==> config.mk <==
export PLATFORM = sky130hd
export DESIGN_NAME = stfq_rank_tagger
export DESIGN_NICKNAME = d
export VERILOG_FILES = /design/src/rtl/stfq_rank_tagger.sv
export SDC_FILE = /design/constraint.sdc
export NUM_CORES = 1
export LEC_CHECK = 0
export CAP_MARGIN = 25
export CORE_MARGIN = 4
export CORE_UTILIZATION = 49
export DETAILED_ROUTE_END_ITERATION = 8
export PLACE_DENSITY = 0.68
export SYNTH_ARGS = -nofsm -noshare
export SYNTH_HDL_FRONTEND = slang
export SYNTH_SLANG_ARGS = --single-unit
==> constraint.sdc <==
create_clock -name clk -period 11.45 [get_ports clk]
set_clock_uncertainty 0.05 [all_clocks]
set_input_delay 2.29 -clock clk [delete_from_list [all_inputs] [get_ports clk]]
set_output_delay 2.29 -clock clk [all_outputs]
set_load 0.02 [all_outputs]
==> src/rtl/stfq_rank_tagger.sv <==
// Start-Time Fair Queuing rank tagger placed in front of a register-based PIFO.
// It looks up a per-flow finish tag and takes the larger of that tag and the
// virtual clock as the start tag, which becomes the PIFO rank. The new finish
// tag (start + length, clamped to the top of the rank range) is written back.
// The virtual clock only moves forward, driven by the ranks leaving the PIFO.
module stfq_rank_tagger #(
  parameter int NUM_FLOWS  = 16,
  parameter int FLOW_W     = 4,
  parameter int LEN_W      = 11,
  parameter int RANK_W     = 16,
  parameter int META_W     = 12,
  parameter int PIFO_DEPTH = 16,
  parameter int CNT_W      = 5
) (
  input  logic              clk,
  input  logic              rst,
  input  logic              in_valid,
  output logic              in_ready,
  input  logic [FLOW_W-1:0] in_flow,
  input  logic [LEN_W-1:0]  in_len,
  input  logic [META_W-1:0] in_meta,
  output logic              pifo_insert,
  output logic [RANK_W-1:0] pifo_rank,
  output logic [META_W-1:0] pifo_meta,
  input  logic [CNT_W-1:0]  pifo_num_entries,
  input  logic              deq_fire,
  input  logic [RANK_W-1:0] deq_rank,
  output logic [RANK_W-1:0] vtime,
  output logic [7:0]        sat_count
);

  localparam logic [RANK_W-1:0] RANK_MAX  = '1;
  localparam logic [CNT_W:0]    DEPTH_C   = (CNT_W+1)'(PIFO_DEPTH);
  localparam logic [7:0]        SAT_MAX   = 8'hFF;

  // The finish tags must be cleared on reset, so they live in flops rather
  // than block RAM; the lookup is also needed in the same cycle as the accept.
  logic [RANK_W-1:0] finish_q [NUM_FLOWS];

  logic              insert_q;
  logic [RANK_W-1:0] rank_q;
  logic [META_W-1:0] meta_q;
  logic [RANK_W-1:0] vtime_q;
  logic [RANK_W-1:0] vtime_d;
  logic [7:0]        sat_q;
  logic [7:0]        sat_d;

  logic [CNT_W:0]    occupancy;
  logic              accept;
  logic [RANK_W-1:0] cur_finish;
  logic [RANK_W-1:0] start_tag;
  logic [RANK_W:0]   sum_tag;
  logic              saturated;
  logic [RANK_W-1:0] finish_new;

  // Backpressure counts the insert already in flight and ignores dequeues,
  // so the PIFO can never be overfilled.
  always_comb begin
    occupancy = {1'b0, pifo_num_entries} + {{CNT_W{1'b0}}, insert_q};
    in_ready  = !rst && (occupancy < DEPTH_C);
    accept    = in_valid && in_ready;
  end

  // Start/finish tag arithmetic from registered state; the extra sum bit
  // detects overflow of the rank range, which clamps instead of wrapping.
  always_comb begin
    cur_finish = finish_q[in_flow];
    start_tag  = (cur_finish > vtime_q) ? cur_finish : vtime_q;
    sum_tag    = {1'b0, start_tag} + {{(RANK_W+1-LEN_W){1'b0}}, in_len};
    saturated  = sum_tag[RANK_W];
    finish_new = saturated ? RANK_MAX : sum_tag[RANK_W-1:0];
  end

  // Next virtual time (monotonic) and next saturation count (sticks at 255).
  always_comb begin
    vtime_d = vtime_q;
    if (deq_fire && (deq_rank > vtime_q)) begin
      vtime_d = deq_rank;
    end
    sat_d = sat_q;
    if (accept && saturated && (sat_q != SAT_MAX)) begin
      sat_d = sat_q + 8'd1;
    end
  end

  // One writer per table entry; a same-flow descriptor in the next cycle sees
  // the updated tag because the write lands at the edge before its lookup.
  genvar gi;
  generate
    for (gi = 0; gi < NUM_FLOWS; gi++) begin : g_finish
      always_ff @(posedge clk) begin
        if (rst) begin
          finish_q[gi] <= '0;
        end else if (accept && (in_flow == FLOW_W'(gi))) begin
          finish_q[gi] <= finish_new;
        end
      end
    end
  endgenerate

  // Insert port, virtual clock and saturation counter; a reset drops any
  // pending insert.
  always_ff @(posedge clk) begin
    if (rst) begin
      insert_q <= 1'b0;
      rank_q   <= '0;
      meta_q   <= '0;
      vtime_q  <= '0;
      sat_q    <= '0;
    end else begin
      insert_q <= accept;
      if (accept) begin
        rank_q <= start_tag;
        meta_q <= in_meta;
      end
      vtime_q <= vtime_d;
      sat_q   <= sat_d;
    end
  end

  assign pifo_insert = insert_q;
  assign pifo_rank   = rank_q;
  assign pifo_meta   = meta_q;
  assign vtime       = vtime_q;
  assign sat_count   = sat_q;

endmodule

==> summary.md, run 1 <==
The via-per-instance ratio works out to 5.884. The number of I/O port buffers came out at 105. The number of DRC markers in iteration 0 was 1,211.

For this run, the slowest stage of the critical path takes 0.73 ns. Of all flip-flops after synthesis, the portion carrying an async set or reset was 0%. The flow ran to the end, and the final reports show no timing, DRC or antenna violations. The run gives 106 as the boundary pin count. When the netlist entered floorplanning its net count stood at 1,258. Measured along the x axis, the die boundary spans 180.8 microns.

The first detailed-routing pass took 5 iterations. The run gives 0 as the count of yosys warnings during synthesis. The clock passes through at most 3 buffers. The count of vias placed by the detailed router was 9,821. The startpoint kind of the worst setup timing path is an input port.

The logs give 37.1% for the clock network power share and 0 for the number of diodes added for antenna fixing. For this design the ratio of total power to cell area is 169.8 mW/mm^2. Counting tap cells, the placed design contains a total of 1,605 instances. Cells fill 58.11% of the core in the end. Setup repair after global routing left no endpoint under its margin. Entering global routing, the biggest net connects 39 pins. Ranked by total cell area, the synthesized netlist is headed by edfxtp_1, mux4_2, nor2_1, dfxtp_1, ha_1. The synthesized flop and latch total was 309. From bottom edge to top edge, the die measures 180.8 microns. The type of the worst setup path is in2reg. Internal power comes to 2.085 mW. The clock drives 309 sinks. The H-tree was split into 2 levels.

The largest total area in the synthesized netlist belongs to edfxtp_1. The count of hold buffers inserted by post-cts repair was 0; the area added between synthesis and finish was 17.39%. The logs give 0 for the remaining number of nets flagged by the antenna check after routing and 34 for the number of CTS-inserted buffers.

In the routed design, unresolved DRC markers number 0. Global routing used 23.09% of the available tracks. After clock tree synthesis, the clock-pin slew on the worst setup and hold paths is 0.06 ns. The later pin in the worst-skew pair is clocked with a latency of 0.52 ns. In this run the power spent charging and discharging nets is 0.8315 mW. IR analysis of the VDD net gives a maximum drop of 121.0 uV. The number of max-slew violations in the final report is 0. Critical path data required time: 11.64 ns.

The worst hold-check slack is 0.4014 ns, and the slew at the pin with the worst max-slew slack is 1.060 ns. Sequential cells were found to cover 59.79% of the synthesized design area. The number of instances in the synthesized netlist is 1,161, and the initial antenna violation count is 1. The number of max-cap violations was 0; the post-layout minimum cycle time was 8.525 ns.

The worst slew margin relative to its limit is 29.31%. The number of different library cells used by synthesis comes to 58. After detailed routing, the average wire length per cell comes to 22.83 microns. The placement row count was 63; the floorplan core area was 0.02956 sq mm. Buffers added to address setup during post-CTS repair amount to 0. The total congestion overflow is 0, and the timing-limited maximum frequency is 117.3 MHz.

The number of enable flip-flop cells after synthesis was 256. The slack of the worst reg-to-reg path is 5.14 ns. The tools report the number of global-route vias before repair as 9,739.

TritonCTS built the clock tree. Most heavily used metal layer in global routing: met2. The congestion estimate from routability-driven global placement came to 0.8737. In the global route stage, met1 resource usage came out at 31.62%.

Data arrives at the worst endpoint at 8.72 ns. The tightest min-delay check is of the reg2reg type. The signal on the critical path passes through buf_2 -> buf_4 -> mux4_2 -> mux4_2 -> ha_1 -> nand4_1 -> nor4_1 -> a21boi_0 -> o31a_1 -> mux2_2 -> ha_1 -> inv_1 -> fa_1 -> nor2b_1 -> o21a_1 -> o21ai_1 -> a21oi_1 -> nor3_2 -> buf_4 -> nor3b_4 -> mux2i_4 -> nor2_1. The logs give 0.01463 sq mm for the post-synth design cell area and 6.164 nW for the static leakage. The final layout contains routed wiring with a total length of 38,100 microns.

The initial core utilization came out at 49.50%. The run gives 0 as the post-cts gate resize count. In this run the clock root is driven by a clkbuf_16. The biggest fanout along the worst timing path was 32; the global-route wire length before repair was 58,370 microns.

Dividing the final minimum period by the clock period gives 74.46%. The top-area cell type share of the netlist area was 52.54%. The layout cell share with drive strength beyond 1 is 14.23%. Detailed placement finished with a half-perimeter wire length of 25,350 microns. For this run, global-route usage on met3 was measured as 5.053%.

For this run, the post-layout net count is 1,350. The per-instance average area after synthesis is 12.60 sq um. The slowest stage of the critical path is the mux2i_4 cell. The hold violation total from the final report is 0, and the sequential power share is 43.8%. Adding up every negative setup slack in the final design gives 0 ns. The tools report the floorplan die area as 0.03269 sq mm. The switching power as a share of total power was 28.51%.

For this run, global-route usage on met2 was measured as 37.56%. Combinational logic is responsible for 19.1% of the overall power. Leaving out filler cells and counting taps, the final layout contains 1,669.

The capturing element type of the critical path is a register. The number of setup violations in the final report came out at 0. For this run, the leading register cell type out of synthesis is edfxtp_1.
logic make-up after synthesis:
kind of cell | count (synthesis) | share of synthesized area (%)
fa+ha+maj | 45 | 3.899
xor+xnor | 8 | 0.4789
buf+inv | 101 | 3.112
mux | 101 | 13.63
simple gates | 488 | 14.46
flops | 309 | 59.79
compound gates | 109 | 4.634
registers in the layout (all words and copies together), names as in the netlist:
register and flops:
finish_q 256, sat_count 8, vtime 16, pifo_insert 1, pifo_rank 16, pifo_meta 12
cells in the mapped netlist (4+ instances only):
cell type,instances
nor2_2,19
inv_1,25
ha_1,44
nor3_1,17
clkbuf_1,43
mux4_2,69
mux4_1,6
a21oi_1,38
buf_2,21
buf_6,4
a22oi_1,10
a211oi_1,6
nand4_1,8
buf_1,6
or3_1,5
nand2b_1,18
and3_1,6
xnor2_1,8
edfxtp_1,256
nand3_1,10
o21ai_0,23
mux2_2,4
nand2_1,73
mux2i_1,20
dfxtp_1,53
nor2b_1,8
nor2_1,306
a21o_1,7
stage by stage:
| stage | power, mW | area, sq um | setup slack, ns |
|---|---|---|---|
| finish | 2.917 | 17180 | 2.925 |
| global route | 3.029 | 17180 | 2.422 |
| CTS | 2.928 | 17150 | 2.975 |
| detailed placement | 1.851 | 16040 | 2.421 |
| global placement | 1.837 | 15970 | 2.359 |
| floorplan | 1.662 | 14630 | 2.586 |
critical path, delay by kind of cell:
kind / cells / cell delay [ns]
mux: 4 / 1.93
simple gates: 6 / 1.12
compound gates: 5 / 1.06
buf+inv: 4 / 1.40
fa+ha+maj: 3 / 0.89
power groups by stage:
stage	clock network, mW	logic (mW)	registers [mW]
3_3_place_gp	0	0.539	1.30
3_5_place_dp	0	0.551	1.30
2_1_floorplan	0	0.358	1.30
5_1_grt	1.14	0.608	1.28
4_1_cts	1.10	0.554	1.28
6_report	1.08	0.558	1.28
final cells by class:
cell class / instances / area, sq um
well taps: 390 / 488.0
inverters: 25 / 93.84
repair buffers: 132 / 1304
multi-input cells: 751 / 5440
flip-flops and latches: 309 / 8748
clock buffers: 42 / 914.6
clock inverters: 20 / 188.9
fillers: 2417 / 12380
metal layers:
layer | wire, microns | vias up
met4 | 1047 | 0
met3 | 3583 | 73
met1 | 15380 | 4856
li1 | - | 4414
met5 | 0 | -
met2 | 18090 | 478
worst paths after layout:
check	cells past startpoint	startpoint	endpoint
worst min register to register	2	pifo_meta[1]	pifo_meta[1]
worst max-delay path	22	in_flow[1]	finish_q[1][14]
worst min-delay path	2	pifo_meta[1]	pifo_meta[1]
worst max register to register	21	finish_q[10][13]	finish_q[1][14]
cell usage in the layout, fill, tap and decap left out, types with 4 or more instances in the layout:
master / Yosys / layout
nor2_1: 306 / 305
edfxtp_1: 256 / 256
clkdlybuf4s50_1: 0 / 102
nand2_1: 73 / 73
mux4_2: 69 / 69
dfxtp_1: 53 / 53
ha_1: 44 / 44
a21oi_1: 38 / 38
clkbuf_16: 0 / 34
inv_1: 25 / 25
o21ai_0: 23 / 23
buf_4: 1 / 23
nor2_2: 19 / 20
mux2i_1: 20 / 20
nand2b_1: 18 / 18
nor3_1: 17 / 16
nand3_1: 10 / 10
a22oi_1: 10 / 10
clkinv_1: 0 / 10
nor2b_1: 8 / 8
nand4_1: 8 / 8
xnor2_1: 8 / 8
a21o_1: 7 / 7
mux4_1: 6 / 6
and3_1: 6 / 6
a211oi_1: 6 / 6
or3_1: 5 / 5
mux2_2: 4 / 4
clkbuf_1: 43 / 4
(Power assumes the default switching activity.)
==> inputs of run 2 (changes only) <==
==> constraint.sdc (replaced) <==
create_clock -name clk -period 7.9 [get_ports clk]
set_clock_uncertainty 0.05 [all_clocks]
set_input_delay 1.58 -clock clk [delete_from_list [all_inputs] [get_ports clk]]
set_output_delay 1.58 -clock clk [all_outputs]
set_load 0.02 [all_outputs]
==> run 2 against run 1 <==
Against the previous run:
- final cell count grew 0.84%
- first-iteration DRC count shrank 18%
- flip-flop and latch count is the same
- critical endpoint is now finish_q[0][14]
- largest power group unchanged
- die area is the same
- sequential power grew 45%
- clock power grew 42%
- utilization grew 0.33 points
- highest routed layer is now met5
- worst hold slack gained 0.0032 ns
- total power grew 48%
- non-clock buffer count grew 20
==> summary.md, run 2 (synthesis results as in run 1) <==
The worst-case reg-to-reg path depth is 20 (-4.8%), and the worst-case setup slack after placement is 0.3204 ns (-2.101 ns). Worst reg2reg path startpoint: finish_q[15][9]. The power per standard cell area is 249.0 mW/mm^2 (+47%), and the number of DRC markers in iteration 0 is 988 (-18%). The tools report the number of remaining DRC errors as 0 (unchanged). The number of setup violations in the final report was 0 (unchanged); the slack of the worst reg-to-reg path was 2.23 ns (-2.91 ns).

Setup repair after global routing left no endpoint under its margin. The worst hold-check slack came out at 0.4046 ns (+0.003183 ns). Post-cts gate resize count: 0 (unchanged). The boundary pin count is 106 (unchanged). Most common cell after layout, fill and taps aside: nor2_1.

The number of diodes added for antenna fixing was 0 (unchanged). For the power consumption, the log shows 4.303 mW (+48%). The number of buffers inserted by post-CTS setup repair was 0 (unchanged).

The critical path goes through buf_4 -> buf_4 -> mux4_2 -> mux4_2 -> ha_1 -> nand4_1 -> nor4_1 -> a21boi_0 -> o31a_1 -> buf_4 -> o21ai_0 -> ha_1 -> o21ai_0 -> nor2_1 -> nand4_1 -> a21oi_1 -> nor3_2 -> buf_4 -> nor3b_4 -> mux2i_4 -> buf_4 -> nor2_1. From synthesis to final layout, the design area changed by 18.07%. The die extent in y was 180.8 microns (unchanged). The remaining number of nets flagged by the antenna check after routing was 0 (unchanged); the depth of the CTS H-tree was 2 (unchanged). The hold violation total from the final report is 0 (unchanged), and the ratio of final minimum period to clock period is 90.04%. Number of CTS-inserted buffers: 34 (unchanged). The number of buffer and inverter instances along the worst setup path was 5 (+1); the global-route usage over all layers was 23.72% (+0.64 points).

The clock transition at the registers of the reported paths is 0.06 ns (about the same). The layout cell share with drive strength beyond 1 is 15.31% (+1.1 points). The tools report the hold path startpoint as pifo_meta[6]. The end point of the most critical hold path was pifo_meta[6]. For the count of nets after finishing, the log shows 1,370 (+1.5%). Number of flip-flops in the largest register: 256 (unchanged). Broken down by cell family, the worst path's largest delay share belongs to buffers and inverters.

The tools report the endpoint of the lowest-slack register-to-register path as finish_q[0][14]. For the CTS sink count, the log shows 309 (unchanged). Type of the worst setup path: in2reg. The tools report the clock latency at the later pin of the worst-skew pair as 0.52 ns (about the same). TritonCTS built the clock tree. The initial core utilization was 49.50% (unchanged); the number of cells on the worst hold path was 2 (unchanged). The run gives 0.005436 sq mm (about the same) as the combined area of the multi-input logic cells.

The register with the most flip-flops in the final layout is finish_q. The floorplan core area is 0.02956 sq mm (unchanged). The critical path data required time is 8.08 ns (-3.56 ns), and the cell total after placement is 1,626 (+1.3%). Slew at the pin with the worst max-slew slack: 0.9539 ns (-0.1064 ns). The floorplan die area is 0.03269 sq mm (unchanged), and the worst setup slack after layout is 0.7865 ns (-2.138 ns). The global-route wire length before repair came out at 59,620 microns (+2.1%).

The cell sitting at the root of the clock tree is a clkbuf_16. Kind of path behind the tightest hold check: reg2reg. The cell area after layout is 0.01728 sq mm (+0.58%), and the post-route core utilization is 58.45% (+0.33 points). The run gives 0 (unchanged) as the number of max-slew violations in the final report.

The final cell count without fillers was 1,683 (+0.84%); the number of max-cap violations was 0 (unchanged). The number of detailed-routing iterations run before antenna repair is 6 (+1), and the filler cell count is 2,402 (-0.62%). The worst slew margin relative to its limit was 36.41% (+7.1 points). The startpoint kind of the worst setup timing path was an input port. The critical path's slowest cell is mux4_2. For the maximum vdd ir drop, the log shows 190.2 uV (+57%).

The via-per-instance ratio works out to 5.872 (-0.22%). Most repeated library cell on the critical path: buf_4. The global placer's final weighted congestion came out at 0.8966 (+2.6%).

The logs give 0 (unchanged) for the total congestion overflow and 9,882 (+0.62%) for the count of vias placed by the detailed router. The logs give 0 ns (unchanged) for the accumulated negative setup slack and 140.6 MHz for the timing-limited maximum frequency. The estimated wirelength of the detail-placed design was 26,520 microns (+4.6%). The biggest fanout along the worst timing path works out to 27 (-16%). The run gives 0 (unchanged) as the count of hold buffers inserted by post-cts repair. In the layout the commonest cells are nor2_1, edfxtp_1, clkdlybuf4s50_1, nand2_1, mux4_2. The longest individual stage delay on the worst path is 0.57 ns (-0.16 ns), and the maximum buffer depth of the clock tree is 3 (unchanged).

The initial antenna violation count is 2 (+1), and the number of global-route vias before repair is 9,609 (-1.3%). The area used by sequential logic in the layout is 0.008748 sq mm (unchanged). The placement row count was 63 (unchanged); the number of I/O port buffers was 105 (unchanged). The run finished with clean final reports. STA classifies the critical path endpoint as a register.

Largest net degree at the start of global routing: 69 (+77%). The post-layout minimum cycle time is 7.114 ns. The count of cell instances traversed by the critical path is 22 (unchanged). The signal arrival time at the worst endpoint was 7.30 ns (-1.42 ns); the routed wire length per instance was 23.34 microns (+2.2%). The instance area at placement is 0.01621 sq mm (+1.1%). The horizontal die dimension works out to 180.8 microns (unchanged). The final routed wirelength across all metal layers is 39,280 microns (+3.1%). The tools report the static leakage as 6.236 nW (+1.2%).
-- run 2: changes by cell type in the layout (fill, tap and decap cells not counted), moves of 3 or more --
cell	change
buf_12	+5
buf_4	+19
clkbuf_1	+3
clkbuf_8	-3
clkinv_1	-6
clkinv_2	+3
-- run 2: area by class of cell --
cell class              count  share of cell area, %
clock buffers              42                  5.222
clock inverters            14                 0.8473
inverters                  25                 0.5432
multi-input cells         751                  31.47
flip-flops and latches    309                  50.64
well taps                 390                  2.824
repair buffers            152                  8.459
-- run 2: worst max-delay path by stage --
| stage | slack (ns) | endpoint | from |
|---|---|---|---|
| 5_1_grt | 0.36 | finish_q[3][15] | in_flow[0] |
| 6_report | 0.79 | finish_q[0][14] | in_flow[0] |
| 4_1_cts | 0.83 | finish_q[0][14] | in_flow[0] |
| 3_5_place_dp | 0.32 | finish_q[1][14] | in_flow[0] |
| 3_3_place_gp | 0.38 | finish_q[15][14] | in_flow[0] |
| 2_1_floorplan | 0.01 | finish_q[14][12] | in_flow[0] |
-- run 2: tightest hold or removal path: cells and delay by family (launching register included) --
family	cells	cell delay [ns]
compound gates	1	0.05
flops	1	0.31
simple gates	1	0.05
-- run 2: routing by layer --
layer | GRT usage [%] | up-vias | part of all wire, %
li1 | - | 4455 | -
met1 | 32.92 | 4923 | 41
met2 | 37.67 | 425 | 47
met3 | 5.557 | 77 | 9.0
met4 | 7.320 | 2 | 3.2
met5 | 0 | - | 0.033
-- run 2: power by group --
group	switching, mW	total, mW	internal [mW]
clock	0.623	1.53	0.905
sequential	0.0250	1.85	1.83
combinational	0.605	0.924	0.319
==> inputs of run 3 (changes only) <==
--- a/config.mk
+++ b/config.mk
@@ -5,11 +5,12 @@
 export SDC_FILE = /design/constraint.sdc
 export NUM_CORES = 1
 export LEC_CHECK = 0
-export CAP_MARGIN = 25
+export CAP_MARGIN = 20
 export CORE_MARGIN = 4
 export CORE_UTILIZATION = 49
 export DETAILED_ROUTE_END_ITERATION = 8
 export PLACE_DENSITY = 0.68
+export REMOVE_ABC_BUFFERS = 1
 export SYNTH_ARGS = -nofsm -noshare
 export SYNTH_HDL_FRONTEND = slang
 export SYNTH_SLANG_ARGS = --single-unit
==> run 3 against run 2 <==
Against the previous run:
- total power is 1.7% higher
- die area did not move
- register-to-register slack worse by 0.36 ns
- sequential power barely moved
- maximum frequency fell by 2.2%
- highest routed layer unchanged
==> summary.md, run 3 (synthesis results as in run 1) <==
The die extent in y was 180.8 microns (unchanged). Ratio of final minimum period to clock period: 92.08% (+2.0 points). The tools report the number of remaining DRC errors as 0 (unchanged).

The worst slew margin relative to its limit came out at 25.75% (-11 points). Number of flip-flops in the largest register: 256 (unchanged). Post-layout minimum cycle time: 7.274 ns (+0.1605 ns). The longest individual stage delay on the worst path is 0.52 ns (-0.05 ns). The critical path's slowest cell was mux4_2.

The tools report the hold path startpoint as pifo_meta[10]. Most common cell after layout, fill and taps aside: nor2_1. The library cell used as clock root buffer was clkbuf_16. More flip-flops sit in one register than any other, and that register is finish_q. The run gives 58.93% (+0.48 points) as the post-route core utilization. Power consumption: 4.377 mW (+1.7%). Start point of the critical path: in_flow[0].

The top cell types in the final layout, fill and taps aside, are nor2_1, edfxtp_1, clkdlybuf4s50_1, nand2_1, mux4_2. The number of max-cap violations came out at 0 (unchanged). The estimated wirelength of the detail-placed design is 25,780 microns (-2.8%), and the clock transition at the registers of the reported paths is 0.06 ns (about the same). The run gives 0.03269 sq mm (unchanged) as the floorplan die area. The biggest fanout along the worst timing path was 24 (-11%). The cell family with the largest share of critical-path delay was compound AO/OA/AOI/OAI gates. The worst setup path is captured at a register. The run gives 2,360 (-1.7%) as the filler cell count.

For the floorplan core area, the log shows 0.02956 sq mm (unchanged). The depth of the CTS H-tree is 1 (-1), and the initial core utilization is 49.50% (unchanged). The area used by sequential logic in the layout was 0.008748 sq mm (unchanged); the area added between synthesis and finish was 19.04%. The critical path in this run is classified as in2reg. The number of setup violations in the final report is 0 (unchanged). The tools report the final routed wirelength across all metal layers as 38,390 microns (-2.3%). The flow ran to the end, and the final reports show no timing, DRC or antenna violations. The global-route usage over all layers came out at 23.38% (-0.34 points). For the signal arrival time at the worst endpoint, the log shows 7.50 ns (+0.20 ns).

Worst reg2reg path startpoint: finish_q[13][14]. The hold violation total from the final report came out at 0 (unchanged). The global placer's final weighted congestion was 0.8516 (-5.0%).

TritonCTS built the clock tree. Count of vias placed by the detailed router: 9,857 (-0.25%). The logs give 0 (unchanged) for the total congestion overflow and 0.57 ns (+0.05 ns) for the clock latency at the later pin of the worst-skew pair. The count of hold buffers inserted by post-cts repair was 0 (unchanged); the CTS sink count was 309 (unchanged). The number of detailed-routing iterations run before antenna repair is 5 (-1).

The path class of the tightest hold or removal check is reg2reg. The count of nets after finishing came out at 1,366 (-0.29%). The run gives 106 (unchanged) as the boundary pin count. The combined area of the multi-input logic cells is 0.005436 sq mm (unchanged), and the horizontal die dimension is 180.8 microns (unchanged). The number of max-slew violations in the final report was 0 (unchanged).

The number of buffer and inverter instances along the worst setup path works out to 5 (unchanged). The number of I/O port buffers is 105 (unchanged), and the initial antenna violation count is 1 (-1). The run gives 0 (unchanged) as the number of buffers inserted by post-CTS setup repair. For the accumulated negative setup slack, the log shows 0 ns (unchanged). Walking the worst path, the cells encountered are buf_4 -> buf_12 -> mux4_2 -> a22oi_1 -> nand2_1 -> ha_1 -> nand4_1 -> nor4_1 -> a21boi_0 -> o31a_1 -> buf_4 -> nor2_1 -> a21oi_1 -> inv_1 -> ha_1 -> a21oi_1 -> o22ai_1 -> o211ai_1 -> nor2_1 -> o21a_1 -> and3_4 -> a211oi_4 -> buf_4 -> nor2_1. Setup repair after global routing left no endpoint under its margin. Layout cell share with drive strength beyond 1: 15.84% (+0.53 points).

Remaining number of nets flagged by the antenna check after routing: 0 (unchanged). The number of global-route vias before repair was 10,033 (+4.4%). The slew at the pin with the worst max-slew slack was 1.111 ns (+0.1572 ns); the power per standard cell area was 251.3 mW/mm^2 (+0.90%). The maximum buffer depth of the clock tree came out at 3 (unchanged). STA classifies the critical path startpoint as an input port.

The routed wire length per instance was 22.80 microns (-2.3%). For the post-cts gate resize count, the log shows 0 (unchanged). The logs give 51 (-26%) for the largest net degree at the start of global routing and 974 (-1.4%) for the number of DRC markers in iteration 0.

The placement row count was 63 (unchanged); the number of diodes added for antenna fixing was 0 (unchanged). The global-route wire length before repair was 59,680 microns (about the same); the via-per-instance ratio was 5.853 (-0.31%). The timing-limited maximum frequency came out at 137.5 MHz (-2.2%). The number of CTS-inserted buffers is 31 (-8.8%), and the critical path data required time is 8.13 ns (+0.05 ns). The static leakage is 6.300 nW (+1.0%), and the maximum vdd ir drop is 199.1 uV (+4.7%).
==> run 3: changes by cell type in the layout (fill, tap and decap cells not counted), sizes merged <==
cell / delta
buf: -1
clkbuf: -7
bufinv: +7
clkinvlp: +2
==> run 3: worst paths after layout <==
path / endpoint / slack [ns] / cells after the start
max reg2reg: finish_q[6][13] / 1.87 / 22
min reg2reg: pifo_meta[10] / 0.41 / 2
max: finish_q[6][13] / 0.63 / 24
min: pifo_meta[10] / 0.41 / 2
==> run 3: cell type report <==
class | count | share of cell area, %
well taps | 390 | 2.801
multi-input cells | 751 | 31.21
repair buffers | 151 | 8.548
clock buffers | 35 | 4.540
inverters | 25 | 0.5387
flip-flops and latches | 309 | 50.22
clock inverters | 23 | 2.141
==> run 3: per-layer routing <==
layer	wire, microns	vias to the layer above	global-route usage [%]
met5	13	-	0
met4	903	2	5.626
met3	3435	66	4.610
li1	-	4447	-
met1	15320	4892	32.06
met2	18720	450	38.93
==> run 3: tightest hold or removal path, cell delays in order, from the launching register on <==
cell,delay (ns)
dfxtp_1,0.31
nand2_1,0.05
a21oi_1,0.05
==> run 3: power by group <==
| group | internal [mW] | leakage (nW) | switching (mW) |
|---|---|---|---|
| Clock | 1.04 | 0.566 | 0.627 |
| Sequential | 1.83 | 3.08 | 0.0248 |
| Combinational | 0.313 | 2.65 | 0.542 |
==> run 3: stage by stage <==
stage / hold WS, ns / instances / setup WS (ns) / instance area (sq um)
CTS: 0.4069 / 1681 / 0.6286 / 17370
global placement: 0.3913 / 1622 / 0.2629 / 16200
global route: 0.4260 / 1684 / 0.1602 / 17420
floorplan: 0.4784 / 1085 / -0.06112 / 14270
finish: 0.4059 / 1684 / 0.6259 / 17420
detailed placement: 0.3988 / 1623 / 0.06798 / 16210
